### src/rtl/framebuffer_blitter_pkg.sv
// ---------------------------------------------------------------------------
// blit_pkg
// Shared constants and types for the framebuffer blitter: framebuffer
// geometry, transparent colour key, address width, controller state
// encoding and the blit command record.
// ---------------------------------------------------------------------------
package blit_pkg;

   localparam int unsigned ADDR_W    = 19;          // RAM address width
   localparam int unsigned SRC_W     = 240;         // default source row pitch
   localparam int unsigned FB_W      = 240;         // framebuffer width
   localparam int unsigned FB_H      = 160;         // framebuffer height
   localparam logic [23:0] KEY_COLOR = 24'hFF00FF;  // transparent colour

   typedef enum logic [1:0] {
      S_IDLE  = 2'd0,
      S_RUN   = 2'd1,
      S_DRAIN = 2'd2,
      S_DONE  = 2'd3
   } blit_state_e;

   // One blit request. dst_x/dst_y are two's complement (may be negative).
   typedef struct packed {
      logic [9:0] src_x;
      logic [9:0] src_y;
      logic [9:0] dst_x;
      logic [9:0] dst_y;
      logic [7:0] w;
      logic [7:0] h;
      logic       key_en;
   } blit_cmd_t;

endpackage

### src/rtl/framebuffer_blitter_if.sv
// ---------------------------------------------------------------------------
// framebuffer_blitter_if
// Bundles the blitter's command handshake, source RAM read port,
// framebuffer write port and status flags.
//   slave  : the blitter itself (takes commands, drives both RAM ports)
//   master : the command issuer / memory environment around it
// ---------------------------------------------------------------------------
interface framebuffer_blitter_if;
   import blit_pkg::ADDR_W;

   // command channel
   logic              cmd_valid;
   logic              cmd_ready;
   logic [9:0]        cmd_src_x;
   logic [9:0]        cmd_src_y;
   logic [9:0]        cmd_dst_x;
   logic [9:0]        cmd_dst_y;
   logic [7:0]        cmd_w;
   logic [7:0]        cmd_h;
   logic              cmd_key_en;
   // source RAM (registered read, data one cycle after address)
   logic [ADDR_W-1:0] src_read_address;
   logic [23:0]       src_data;
   // framebuffer write port
   logic [ADDR_W-1:0] fb_write_address;
   logic [23:0]       fb_data_In;
   logic              fb_we;
   // status
   logic              busy;
   logic              done;

   modport slave (
      input  cmd_valid, cmd_src_x, cmd_src_y, cmd_dst_x, cmd_dst_y,
             cmd_w, cmd_h, cmd_key_en, src_data,
      output cmd_ready, src_read_address, fb_write_address, fb_data_In,
             fb_we, busy, done
   );

   modport master (
      output cmd_valid, cmd_src_x, cmd_src_y, cmd_dst_x, cmd_dst_y,
             cmd_w, cmd_h, cmd_key_en, src_data,
      input  cmd_ready, src_read_address, fb_write_address, fb_data_In,
             fb_we, busy, done
   );

endinterface

### src/rtl/framebuffer_blitter_addr_gen.sv
// ---------------------------------------------------------------------------
// blit_addr_gen
// Walks a w x h rectangle in raster order, one pixel per step, and produces
// the matching source RAM address. The source origin is folded into a row
// base register at start; each row wrap adds the row pitch, so the
// per-pixel path is adders only.
//   clk, rst_n      : clock, asynchronous active-low reset
//   start_i         : load origin, clear col/row
//   step_i          : advance to the next pixel
//   src_x_i/src_y_i : source origin, sampled on start_i
//   w_i/h_i         : rectangle size (held stable while stepping)
//   col_o/row_o     : current pixel position inside the rectangle
//   last_o          : current pixel is (w-1, h-1)
//   src_addr_o      : source RAM address of the current pixel
// ---------------------------------------------------------------------------
module blit_addr_gen
   import blit_pkg::ADDR_W;
#(
   parameter int unsigned SRC_W = 240
) (
   input  logic              clk,
   input  logic              rst_n,
   input  logic              start_i,
   input  logic              step_i,
   input  logic [9:0]        src_x_i,
   input  logic [9:0]        src_y_i,
   input  logic [7:0]        w_i,
   input  logic [7:0]        h_i,
   output logic [7:0]        col_o,
   output logic [7:0]        row_o,
   output logic              last_o,
   output logic [ADDR_W-1:0] src_addr_o
);

   localparam logic [ADDR_W-1:0] PITCH = ADDR_W'(SRC_W);

   logic [7:0]        col_q, col_d;
   logic [7:0]        row_q, row_d;
   logic [ADDR_W-1:0] base_q, base_d;   // address of (src_x, src_y + row)
   logic              col_wrap;

   assign col_wrap = (col_q == w_i - 8'd1);

   always_comb begin
      // NOTE: every variable gets a default first so no latch is inferred.
      col_d  = col_q;
      row_d  = row_q;
      base_d = base_q;
      if (start_i) begin
         col_d  = 8'd0;
         row_d  = 8'd0;
         // Constant-coefficient product, evaluated once per command.
         base_d = ADDR_W'(src_y_i) * PITCH + ADDR_W'(src_x_i);
      end else if (step_i) begin
         if (col_wrap) begin
            col_d  = 8'd0;
            row_d  = row_q + 8'd1;
            base_d = base_q + PITCH;
         end else begin
            col_d  = col_q + 8'd1;
         end
      end
   end

   always_ff @(posedge clk or negedge rst_n) begin
      if (!rst_n) begin
         // NOTE: datapath registers are reset as well so the read address
         // comes out of reset at a defined zero.
         col_q  <= 8'd0;
         row_q  <= 8'd0;
         base_q <= '0;
      end else begin
         // NOTE: non-blocking assignments so every register samples the
         // pre-edge values and updates together.
         col_q  <= col_d;
         row_q  <= row_d;
         base_q <= base_d;
      end
   end

   assign col_o      = col_q;
   assign row_o      = row_q;
   assign last_o     = col_wrap && (row_q == h_i - 8'd1);
   assign src_addr_o = base_q + ADDR_W'(col_q);

endmodule

### src/rtl/framebuffer_blitter.sv
// ---------------------------------------------------------------------------
// framebuffer_blitter
// Copies a rectangle from the source sprite RAM into the framebuffer, one
// pixel per clock, clipping against the framebuffer edges and optionally
// dropping pixels equal to the colour key.
//   Clk, Reset_n : clock, asynchronous active-low reset
//   bus (slave)  : command handshake, source read port, framebuffer write
//                  port, busy/done status
// Pipeline: RUN cycle k presents the read address of pixel k; the write
// stage registers that pixel's clip result and destination address and
// fires in cycle k+1, when the RAM data arrives.
// ---------------------------------------------------------------------------
module framebuffer_blitter #(
   parameter int unsigned SRC_W     = blit_pkg::SRC_W,
   parameter int unsigned FB_W      = blit_pkg::FB_W,
   parameter int unsigned FB_H      = blit_pkg::FB_H,
   parameter logic [23:0] KEY_COLOR = blit_pkg::KEY_COLOR
) (
   input  logic                  Clk,
   input  logic                  Reset_n,
   framebuffer_blitter_if.slave  bus
);
   import blit_pkg::ADDR_W, blit_pkg::blit_state_e, blit_pkg::blit_cmd_t;
   import blit_pkg::S_IDLE, blit_pkg::S_RUN, blit_pkg::S_DRAIN, blit_pkg::S_DONE;

   localparam logic signed [10:0]  FB_W_S = 11'(FB_W);
   localparam logic signed [10:0]  FB_H_S = 11'(FB_H);
   localparam logic [ADDR_W-1:0]   FB_W_A = ADDR_W'(FB_W);

   blit_state_e       state_q, state_d;
   blit_cmd_t         cmd_in;
   logic              accept, nonempty, start, step, last;

   // latched command fields used after acceptance
   logic [9:0]        dst_x_q, dst_y_q;
   logic [7:0]        w_q, h_q;
   logic              key_en_q;

   logic [7:0]        col, row;
   logic signed [10:0] dx_c, dy_c;
   logic              clip_c;
   logic [ADDR_W-1:0] wr_addr_d, wr_addr_q;
   logic              wr_valid_q, wr_clip_q;
   logic              key_hit;

   // ------------------------------------------------------------------
   // Command capture
   // ------------------------------------------------------------------
   always_comb begin
      cmd_in = '{src_x:  bus.cmd_src_x,
                 src_y:  bus.cmd_src_y,
                 dst_x:  bus.cmd_dst_x,
                 dst_y:  bus.cmd_dst_y,
                 w:      bus.cmd_w,
                 h:      bus.cmd_h,
                 key_en: bus.cmd_key_en};
   end

   // Commands arriving outside IDLE are simply not accepted.
   assign accept   = bus.cmd_valid && (state_q == S_IDLE);
   assign nonempty = (cmd_in.w != 8'd0) && (cmd_in.h != 8'd0);

   always_ff @(posedge Clk or negedge Reset_n) begin
      if (!Reset_n) begin
         dst_x_q  <= '0;
         dst_y_q  <= '0;
         w_q      <= '0;
         h_q      <= '0;
         key_en_q <= 1'b0;
      end else if (accept) begin
         dst_x_q  <= cmd_in.dst_x;
         dst_y_q  <= cmd_in.dst_y;
         w_q      <= cmd_in.w;
         h_q      <= cmd_in.h;
         key_en_q <= cmd_in.key_en;
      end
   end

   // ------------------------------------------------------------------
   // FSM: state register / next state / outputs
   // ------------------------------------------------------------------
   always_ff @(posedge Clk or negedge Reset_n) begin
      if (!Reset_n) state_q <= S_IDLE;
      else          state_q <= state_d;
   end

   always_comb begin
      state_d = state_q;
      case (state_q)
         S_IDLE:  if (accept) state_d = nonempty ? S_RUN : S_DONE;
         S_RUN:   if (last)   state_d = S_DRAIN;
         S_DRAIN: state_d = S_DONE;
         S_DONE:  state_d = S_IDLE;
         default: state_d = S_IDLE;
      endcase
   end

   always_comb begin
      bus.cmd_ready = 1'b0;
      bus.busy      = 1'b0;
      bus.done      = 1'b0;
      start         = 1'b0;
      step          = 1'b0;
      case (state_q)
         S_IDLE: begin
            bus.cmd_ready = 1'b1;
            start         = bus.cmd_valid && nonempty;
         end
         S_RUN: begin
            bus.busy = 1'b1;
            step     = 1'b1;
         end
         S_DRAIN: bus.busy = 1'b1;
         S_DONE: begin
            bus.busy = 1'b1;
            bus.done = 1'b1;
         end
         default: ;
      endcase
   end

   // ------------------------------------------------------------------
   // Source address generation
   // ------------------------------------------------------------------
   blit_addr_gen #(
      .SRC_W (SRC_W)
   ) u_addr_gen (
      .clk        (Clk),
      .rst_n      (Reset_n),
      .start_i    (start),
      .step_i     (step),
      .src_x_i    (cmd_in.src_x),
      .src_y_i    (cmd_in.src_y),
      .w_i        (w_q),
      .h_i        (h_q),
      .col_o      (col),
      .row_o      (row),
      .last_o     (last),
      .src_addr_o (bus.src_read_address)
   );

   // ------------------------------------------------------------------
   // Clip and destination address for the pixel being read this cycle.
   // Sums are 11-bit signed so a negative origin plus a column offset
   // cannot wrap into the visible range.
   // ------------------------------------------------------------------
   always_comb begin
      dx_c      = $signed({dst_x_q[9], dst_x_q}) + $signed({3'b000, col});
      dy_c      = $signed({dst_y_q[9], dst_y_q}) + $signed({3'b000, row});
      clip_c    = !dx_c[10] && (dx_c < FB_W_S) && !dy_c[10] && (dy_c < FB_H_S);
      // Only meaningful when clip_c is set; out-of-range values are never
      // written.
      wr_addr_d = ADDR_W'($unsigned(dy_c)) * FB_W_A + ADDR_W'($unsigned(dx_c));
   end

   // Write stage: one-cycle delayed copy, aligned with the RAM read data.
   always_ff @(posedge Clk or negedge Reset_n) begin
      if (!Reset_n) begin
         wr_valid_q <= 1'b0;
         wr_clip_q  <= 1'b0;
         wr_addr_q  <= '0;
      end else begin
         wr_valid_q <= step;
         wr_clip_q  <= clip_c;
         wr_addr_q  <= wr_addr_d;
      end
   end

   assign key_hit          = key_en_q && (bus.src_data == KEY_COLOR);
   assign bus.fb_we        = wr_valid_q && wr_clip_q && !key_hit;
   assign bus.fb_write_address = wr_addr_q;
   // Gated so the write data reads zero whenever no pixel is in flight.
   assign bus.fb_data_In   = wr_valid_q ? bus.src_data : 24'd0;

endmodule
### src/flat_wrapper.sv
// flat-port wrapper written by rule: the top's interface ports become plain ports
module framebuffer_blitter_flat import blit_pkg::ADDR_W, blit_pkg::blit_state_e, blit_pkg::blit_cmd_t; import blit_pkg::S_IDLE, blit_pkg::S_RUN, blit_pkg::S_DRAIN, blit_pkg::S_DONE;
#(
   parameter int unsigned SRC_W     = blit_pkg::SRC_W,
   parameter int unsigned FB_W      = blit_pkg::FB_W,
   parameter int unsigned FB_H      = blit_pkg::FB_H,
   parameter logic [23:0] KEY_COLOR = blit_pkg::KEY_COLOR
)
  (Clk, Reset_n, bus_cmd_valid, bus_cmd_src_x, bus_cmd_src_y, bus_cmd_dst_x, bus_cmd_dst_y, bus_cmd_w, bus_cmd_h, bus_cmd_key_en, bus_src_data, bus_cmd_ready, bus_src_read_address, bus_fb_write_address, bus_fb_data_In, bus_fb_we, bus_busy, bus_done);
  framebuffer_blitter_if bus_i ();
  input  logic Clk;
  input  logic Reset_n;
  input wire logic [$bits(bus_i.cmd_valid)-1:0] bus_cmd_valid;
  input wire logic [$bits(bus_i.cmd_src_x)-1:0] bus_cmd_src_x;
  input wire logic [$bits(bus_i.cmd_src_y)-1:0] bus_cmd_src_y;
  input wire logic [$bits(bus_i.cmd_dst_x)-1:0] bus_cmd_dst_x;
  input wire logic [$bits(bus_i.cmd_dst_y)-1:0] bus_cmd_dst_y;
  input wire logic [$bits(bus_i.cmd_w)-1:0] bus_cmd_w;
  input wire logic [$bits(bus_i.cmd_h)-1:0] bus_cmd_h;
  input wire logic [$bits(bus_i.cmd_key_en)-1:0] bus_cmd_key_en;
  input wire logic [$bits(bus_i.src_data)-1:0] bus_src_data;
  output wire logic [$bits(bus_i.cmd_ready)-1:0] bus_cmd_ready;
  output wire logic [$bits(bus_i.src_read_address)-1:0] bus_src_read_address;
  output wire logic [$bits(bus_i.fb_write_address)-1:0] bus_fb_write_address;
  output wire logic [$bits(bus_i.fb_data_In)-1:0] bus_fb_data_In;
  output wire logic [$bits(bus_i.fb_we)-1:0] bus_fb_we;
  output wire logic [$bits(bus_i.busy)-1:0] bus_busy;
  output wire logic [$bits(bus_i.done)-1:0] bus_done;
  assign bus_i.cmd_valid = bus_cmd_valid;
  assign bus_i.cmd_src_x = bus_cmd_src_x;
  assign bus_i.cmd_src_y = bus_cmd_src_y;
  assign bus_i.cmd_dst_x = bus_cmd_dst_x;
  assign bus_i.cmd_dst_y = bus_cmd_dst_y;
  assign bus_i.cmd_w = bus_cmd_w;
  assign bus_i.cmd_h = bus_cmd_h;
  assign bus_i.cmd_key_en = bus_cmd_key_en;
  assign bus_i.src_data = bus_src_data;
  assign bus_cmd_ready = bus_i.cmd_ready;
  assign bus_src_read_address = bus_i.src_read_address;
  assign bus_fb_write_address = bus_i.fb_write_address;
  assign bus_fb_data_In = bus_i.fb_data_In;
  assign bus_fb_we = bus_i.fb_we;
  assign bus_busy = bus_i.busy;
  assign bus_done = bus_i.done;
  framebuffer_blitter #(.SRC_W(SRC_W), .FB_W(FB_W), .FB_H(FB_H), .KEY_COLOR(KEY_COLOR)) u_core (.Clk(Clk), .Reset_n(Reset_n), .bus(bus_i));
endmodule
### config.mk
export PLATFORM = sky130hd
export DESIGN_NAME = framebuffer_blitter_flat
export DESIGN_NICKNAME = d
export VERILOG_FILES = /design/src/rtl/framebuffer_blitter_pkg.sv /design/src/rtl/framebuffer_blitter_if.sv /design/src/rtl/framebuffer_blitter_addr_gen.sv /design/src/rtl/framebuffer_blitter.sv /design/src/flat_wrapper.sv
export SDC_FILE = /design/constraint.sdc
export NUM_CORES = 1
export LEC_CHECK = 0
export CORE_MARGIN = 2
export CORE_UTILIZATION = 56
export CTS_BUF_LIST = sky130_fd_sc_hd__clkbuf_8
export CTS_CLUSTER_SIZE = 25
export DETAILED_ROUTE_END_ITERATION = 12
export GPL_ROUTABILITY_DRIVEN = 0
export PLACE_DENSITY_LB_ADDON = 0.05
export SYNTH_ARGS = -nofsm -noshare
export SYNTH_HDL_FRONTEND = slang
export SYNTH_HIERARCHICAL = 1
export SYNTH_SLANG_ARGS = --single-unit
export TNS_END_PERCENT = 5
### constraint.sdc
create_clock -name Clk -period 7.1 [get_ports Clk]
set_input_delay 2.13 -clock Clk [delete_from_list [all_inputs] [get_ports Clk]]
set_output_delay 2.13 -clock Clk [all_outputs]
set_load 0.03 [all_outputs]
Yosys cells after proc, flatten, opt, wreduce, memory -nomap -nowiden
Cells that the tools add are included.
- output and inout port bits: 66
- register bits: 95
- logic and storage cells: 74
- eq/ne operators: 8
- multiplexer cells: 19
- $lt $le $gt $ge: 2
- add/sub/neg operators: 10
- multipliers: 2
- reduce and logical (&&, ||, !) cells: 21
- operator list (kind ; number):
    two-way mux 19 bit ; 3
    two-way mux 8 bit ; 6
    equality test 24 bit, second input constant ; 1
    two-way mux 24 bit ; 1
    adder 10 x 9 -> 11 bit ; 2
    less-than comparator 11 x 9 -> 1 bit, second input constant ; 2
    adder 18 x 10 -> 19 bit ; 1
    adder 19 x 11 -> 19 bit ; 1
    adder 19 x 8 -> 19 bit ; 1
    adder 19 x 8 -> 19 bit, second input constant ; 1
    adder 8 x 1 -> 8 bit, second input constant ; 2
    equality test 8 bit ; 2
    nonzero test 8 bit ; 2
    subtractor 8 x 1 -> 8 bit, second input constant ; 2
    multiplier 11 x 4 -> 15 bit, second input constant ; 1
    multiplier 10 x 4 -> 14 bit, second input constant ; 1
    logical AND 1 bit ; 10
    case mux 2 bit (4 select lines) ; 1
    two-way mux 2 bit ; 3
    two-way mux 1 bit ; 5
    equality test 2 bit, second input constant ; 2
    inequality test 2 x 1 -> 1 bit, second input constant ; 2
    AND reduction 2 bit ; 2
    nonzero test 2 bit ; 2
    other kinds (4) ; 6

Longest topological paths before layout
Gate-level depths: netlist of the first run.
- word-level depth: 6
- depth in mapped cells: 20

Cells and area by module
Netlist of the first run, hierarchy kept.
- modules (own cells, without submodules) (module ; times used ; seq. area each (µm²) ; area each (µm²) ; cells each):
    framebuffer_blitter ; 1 ; 1501.4 ; 4752.1 ; 470
    blit_addr_gen ; 1 ; 875.8 ; 4150.2 ; 483

Worst setup path after synthesis of the first run
OpenSTA, ideal clock, no wires.
- kind: input to register
- start: input port bus_cmd_src_y[0]
- end: register u_core.u_addr_gen.base_q[16]
- stages on the path: 12
- data arrival time: 5.735 ns
- path buffers: 0
- path slack: 1.278 ns
- cell sequence: fa_1 fa_1 inv_1 fa_1 inv_1 ha_1 a21oi_1 o21bai_1 a21oi_1 or4b_2 or4b_2 o211ai_1
- cells in the longest elaborated chain, start to end: 3
- RTL lines (element ; RTL line ; source):
    start: declaration ; flat_wrapper.sv:15 ; input wire logic [$bits(bus_i.cmd_src_y)-1:0] bus_cmd_src_y;
    multiplier 10 x 4 -> 14 bit ; framebuffer_blitter_addr_gen.sv:53 ; base_d = ADDR_W'(src_y_i) * PITCH + ADDR_W'(src_x_i);
    adder 18 x 10 -> 19 bit ; framebuffer_blitter_addr_gen.sv:53 ;
    two-way mux 19 bit ; framebuffer_blitter_addr_gen.sv:49 ; if (start_i) begin
    end signal: assignment ; framebuffer_blitter_addr_gen.sv:77 ; base_q <= base_d;
    end: declaration ; framebuffer_blitter_addr_gen.sv:39 ; logic [ADDR_W-1:0] base_q, base_d;
No other way between the ends.
A chain may end at the register's enable or synchronous reset.

Final worst setup path of the first run
- start: input port bus_src_data[14]
- end: output port bus_fb_we
- cells in the longest elaborated chain, start to end: 4
- RTL lines (element ; RTL line ; source):
    start: declaration ; flat_wrapper.sv:21 ; input wire logic [$bits(bus_i.src_data)-1:0] bus_src_data;
    equality test 24 bit ; framebuffer_blitter.sv:169 ; assign key_hit = key_en_q && (bus.src_data == KEY_COLOR);
    logical AND 1 bit ; framebuffer_blitter.sv:169 ;
    logical NOT 1 bit ; framebuffer_blitter.sv:170 ; assign bus.fb_we = wr_valid_q && wr_clip_q && !key_hit;
    logical AND 1 bit ; framebuffer_blitter.sv:170 ;
    end: declaration ; flat_wrapper.sv:26 ; output wire logic [$bits(bus_i.fb_we)-1:0] bus_fb_we;
No other way between the ends.

==> reports/qor.txt, run 1 <==
CP Launch Type = input pin
Yosys warnings = 6
RSZ-0062 raised after global routing = no
IO Count = 150
Fin. max-slew vios = 0
Status = complete, no violations
Pin slew with the least headroom to its limit = 1.052 ns
# setup viols final = 0
Initial antenna violation count = 0
Max Clock Freq = 161.1 MHz
Pin count of the biggest net entering global routing = 63
Final Skew = 0.01255 ns
DRC viols = 0
Total wire length = 20170 um
Clock buffer depth = 2
CP endpoint kind = output pin
Dpl hpwl = 15600 um
Remaining global-route overflow = 0
Most frequent cells in the layout = clkdlybuf4s50_1, inv_1, dfrtp_1, ha_1, xnor2_1
Top_reg_cell synth = dfrtp_1
Post-route cell area = 10810 um2
TritonCTS clock tree = done
XOR/XNOR Fraction of Synth Area = 11.52%
Clk slew on worst S/H paths = 0.10 ns
WL/cell = 15.34 um
FFs w/ async S/R, synth = 100.0%
Worst-skew pair later-pin latency = 0.39 ns
Setup_tns = 0 ns
Row count = 46
Largest family of logic cells by synthesized area = adder cells
Nets = 1295
Yosys cell types = 84
Die height = 130.1 um
Post-synthesis mux area share = 5.847%
Root Driver = clkbuf_8
EDFF count, synth = 0
Rel. slew slack = 29.22%
Net Count, Synth = 1154
Routed vias/inst = 5.482
CP Max Fanout = 2
Core area = 15710 um2
Diodes inserted = 0
Sequential area share after synthesis = 26.70%
First-pass GRT wire length = 33050 um
# port buffers = 149
Via count = 7209
Die Wd = 130.1 um
Post-cts sizing count = 0
Hold crit path type = reg2reg
Total die area = 16920 um2
Initial core utilization = 56.66%
Crit path arrival time = 4.08 ns
Synth Area in Compound Gates = 14.27%
Post-Syn Area = 8902 um2
Post-Synth Simple-Gate Area = 16.77%
Synthesized flop and latch total = 95
MaxCap Viol Count = 0
Hold Fails Final Rpt = 0
Sink Count = 95
Critical path class = in2out
Synthesized-area fraction occupied by adder cells = 19.45%
Area after DPL = 10590 um2
Fill cells = 1312
DR pass1 iterations = 5
Post-layout min period = 6.208 ns
Clock H-tree levels = 3
Remaining antenna violation count after routing = 0
Total CTS buffers = 9
Area delta synth->final = 21.39%
DRT iter0 DRCs = 384
Req. time, crit path = 4.97 ns
Synth Instances = 953
Commonest non-fill, non-tap cell in the layout = clkdlybuf4s50_1
Total GRT Usage = 24.43%
Postcts setup bufs = 0
Avg Synthesized Cell Area = 9.341 um2
Period utilization = 87.44%
Vias in the first global route = 7014
Layout cells sized above 1 = 7.825%
# hold bufs at CTS = 0
## cell families after synthesis
kind of cell | after synthesis
DFF | 95
muxes | 47
adders and majority gates | 119
buffers and inverters | 126
xor gates and xnor gates | 112
AOI/OAI and AO/OA | 182
and+or+nand+nor | 272
## area by class of cell
type | instances | area (um2) | share of cell area (%)
Timing Repair Buffer | 153 | 1519 | 14.06
Clock inverter | 7 | 88.84 | 0.8220
Clock buffer | 9 | 123.9 | 1.146
Sequential cell | 95 | 2377 | 22.00
Multi-Input combinational cell | 732 | 6041 | 55.90
Tap cell | 216 | 270.3 | 2.501
Inverter | 103 | 386.6 | 3.578
## metrics by stage
| stage | instances | util, % | setup WS (ns) | hold slack, ns |
|---|---|---|---|---|
| 3_3_place_gp | 1299 | 67.42 | 0.6477 | 0.4898 |
| 2_1_floorplan | 953 | - | 1.278 | 0.4732 |
| 4_1_cts | 1315 | 68.78 | 0.8671 | 0.5186 |
| 5_1_grt | 1315 | 68.78 | 0.6611 | 0.5367 |
| 3_5_place_dp | 1299 | 67.42 | 0.5537 | 0.4953 |
| 6_report | 1315 | 68.78 | 0.8918 | 0.5137 |
## worst max-delay path: stages
cell and delay [ns]:
clkdlybuf4s50_1 0.46, nor4_1 0.31, nand3_1 0.11, nor3_1 0.29, a41oi_1 0.17, clkdlybuf4s50_1 0.62
## worst paths after layout
check                                      startpoint                               to  slack [ns]  cells past startpoint
setup reg to reg           u_core/u_addr_gen/row_o[0]  u_core/bus.fb_write_address[18]        1.92                     18
hold / removal                        u_core/key_en_q                  u_core/key_en_q        0.51                      1
max in group asynchronous                     Reset_n                    u_core/w_q[5]        4.25                      2
setup / recovery                     bus_src_data[14]                        bus_fb_we        0.89                      6
min in group asynchronous                     Reset_n  u_core/bus.fb_write_address[16]        1.68                      1
hold reg to reg                       u_core/key_en_q                  u_core/key_en_q        0.51                      1
## state kept, by name, indices dropped and copies added (netlist names)
signal / flops
u_core/u_addr_gen/col_o: 8
u_core/u_addr_gen/base_q: 19
u_core/u_addr_gen/row_o: 8
u_core/dst_y_q: 10
u_core/w_q: 8
u_core/dst_x_q: 10
u_core/h_q: 8
u_core/bus.fb_write_address: 19
u_core/wr_clip_q: 1
u_core/key_en_q: 1
u_core/wr_valid_q: 1
u_core/state_q: 2
## layer usage
layer / wire (um) / share of wire, % / up-vias / GRT usage [%]
li1: - / - / 3605 / -
met1: 9087 / 45 / 3439 / 32.17
met2: 9903 / 49 / 155 / 42.50
met3: 1038 / 5.1 / 10 / 4.223
met4: 139 / 0.69 / 0 / 5.123
met5: 0 / 0 / - / 0
## cell usage after synthesis, drive strengths merged, types with 4 or more instances
| cell type | number | area [um2] |
|---|---|---|
| inv | 102 | 382.9 |
| dfrtp | 95 | 2377 |
| ha | 84 | 1051 |
| xnor2 | 76 | 691.9 |
| nand2 | 51 | 193.9 |
| a21oi | 50 | 254.0 |
| nor2 | 47 | 176.4 |
| mux2 | 40 | 450.4 |
| o21ai | 38 | 193.9 |
| xor2 | 36 | 334.1 |
| fa | 33 | 660.6 |
| and2 | 29 | 181.4 |
| nor3 | 24 | 120.1 |
| clkbuf | 19 | 72.56 |
| nand3 | 19 | 95.09 |
| nor2b | 19 | 121.4 |
| a21o | 17 | 127.6 |
| nor4 | 17 | 112.6 |
| nand2b | 13 | 81.33 |
| nand4 | 11 | 83.83 |
| o211ai | 10 | 75.07 |
| a211oi | 9 | 72.57 |
| mux2i | 7 | 70.07 |
| o21a | 7 | 52.55 |
| or3 | 7 | 43.79 |
| nor3b | 6 | 45.04 |
| or4 | 6 | 48.80 |
| and3 | 5 | 32.53 |
| o22ai | 5 | 31.28 |
| a22o | 4 | 35.03 |
| a31oi | 4 | 25.02 |
| buf | 4 | 25.02 |
| o21bai | 4 | 30.03 |
| o31ai | 4 | 30.03 |
Power of run 1 is left out: the tool's default activity adds up to more than one toggle a clock period on the data nets, which glitch-free logic cannot reach.
==> inputs of run 2 (changes only) <==
--- a/config.mk
+++ b/config.mk
@@ -12,6 +12,7 @@
 export DETAILED_ROUTE_END_ITERATION = 12
 export GPL_ROUTABILITY_DRIVEN = 0
 export PLACE_DENSITY_LB_ADDON = 0.05
+export SKIP_CTS_REPAIR_TIMING = 1
 export SYNTH_ARGS = -nofsm -noshare
 export SYNTH_HDL_FRONTEND = slang
 export SYNTH_HIERARCHICAL = 1
==> results of run 2 <==
No change in the layout: final DEF, timing and power equal those of run 1.
Power of run 2 is left out for the same reason.
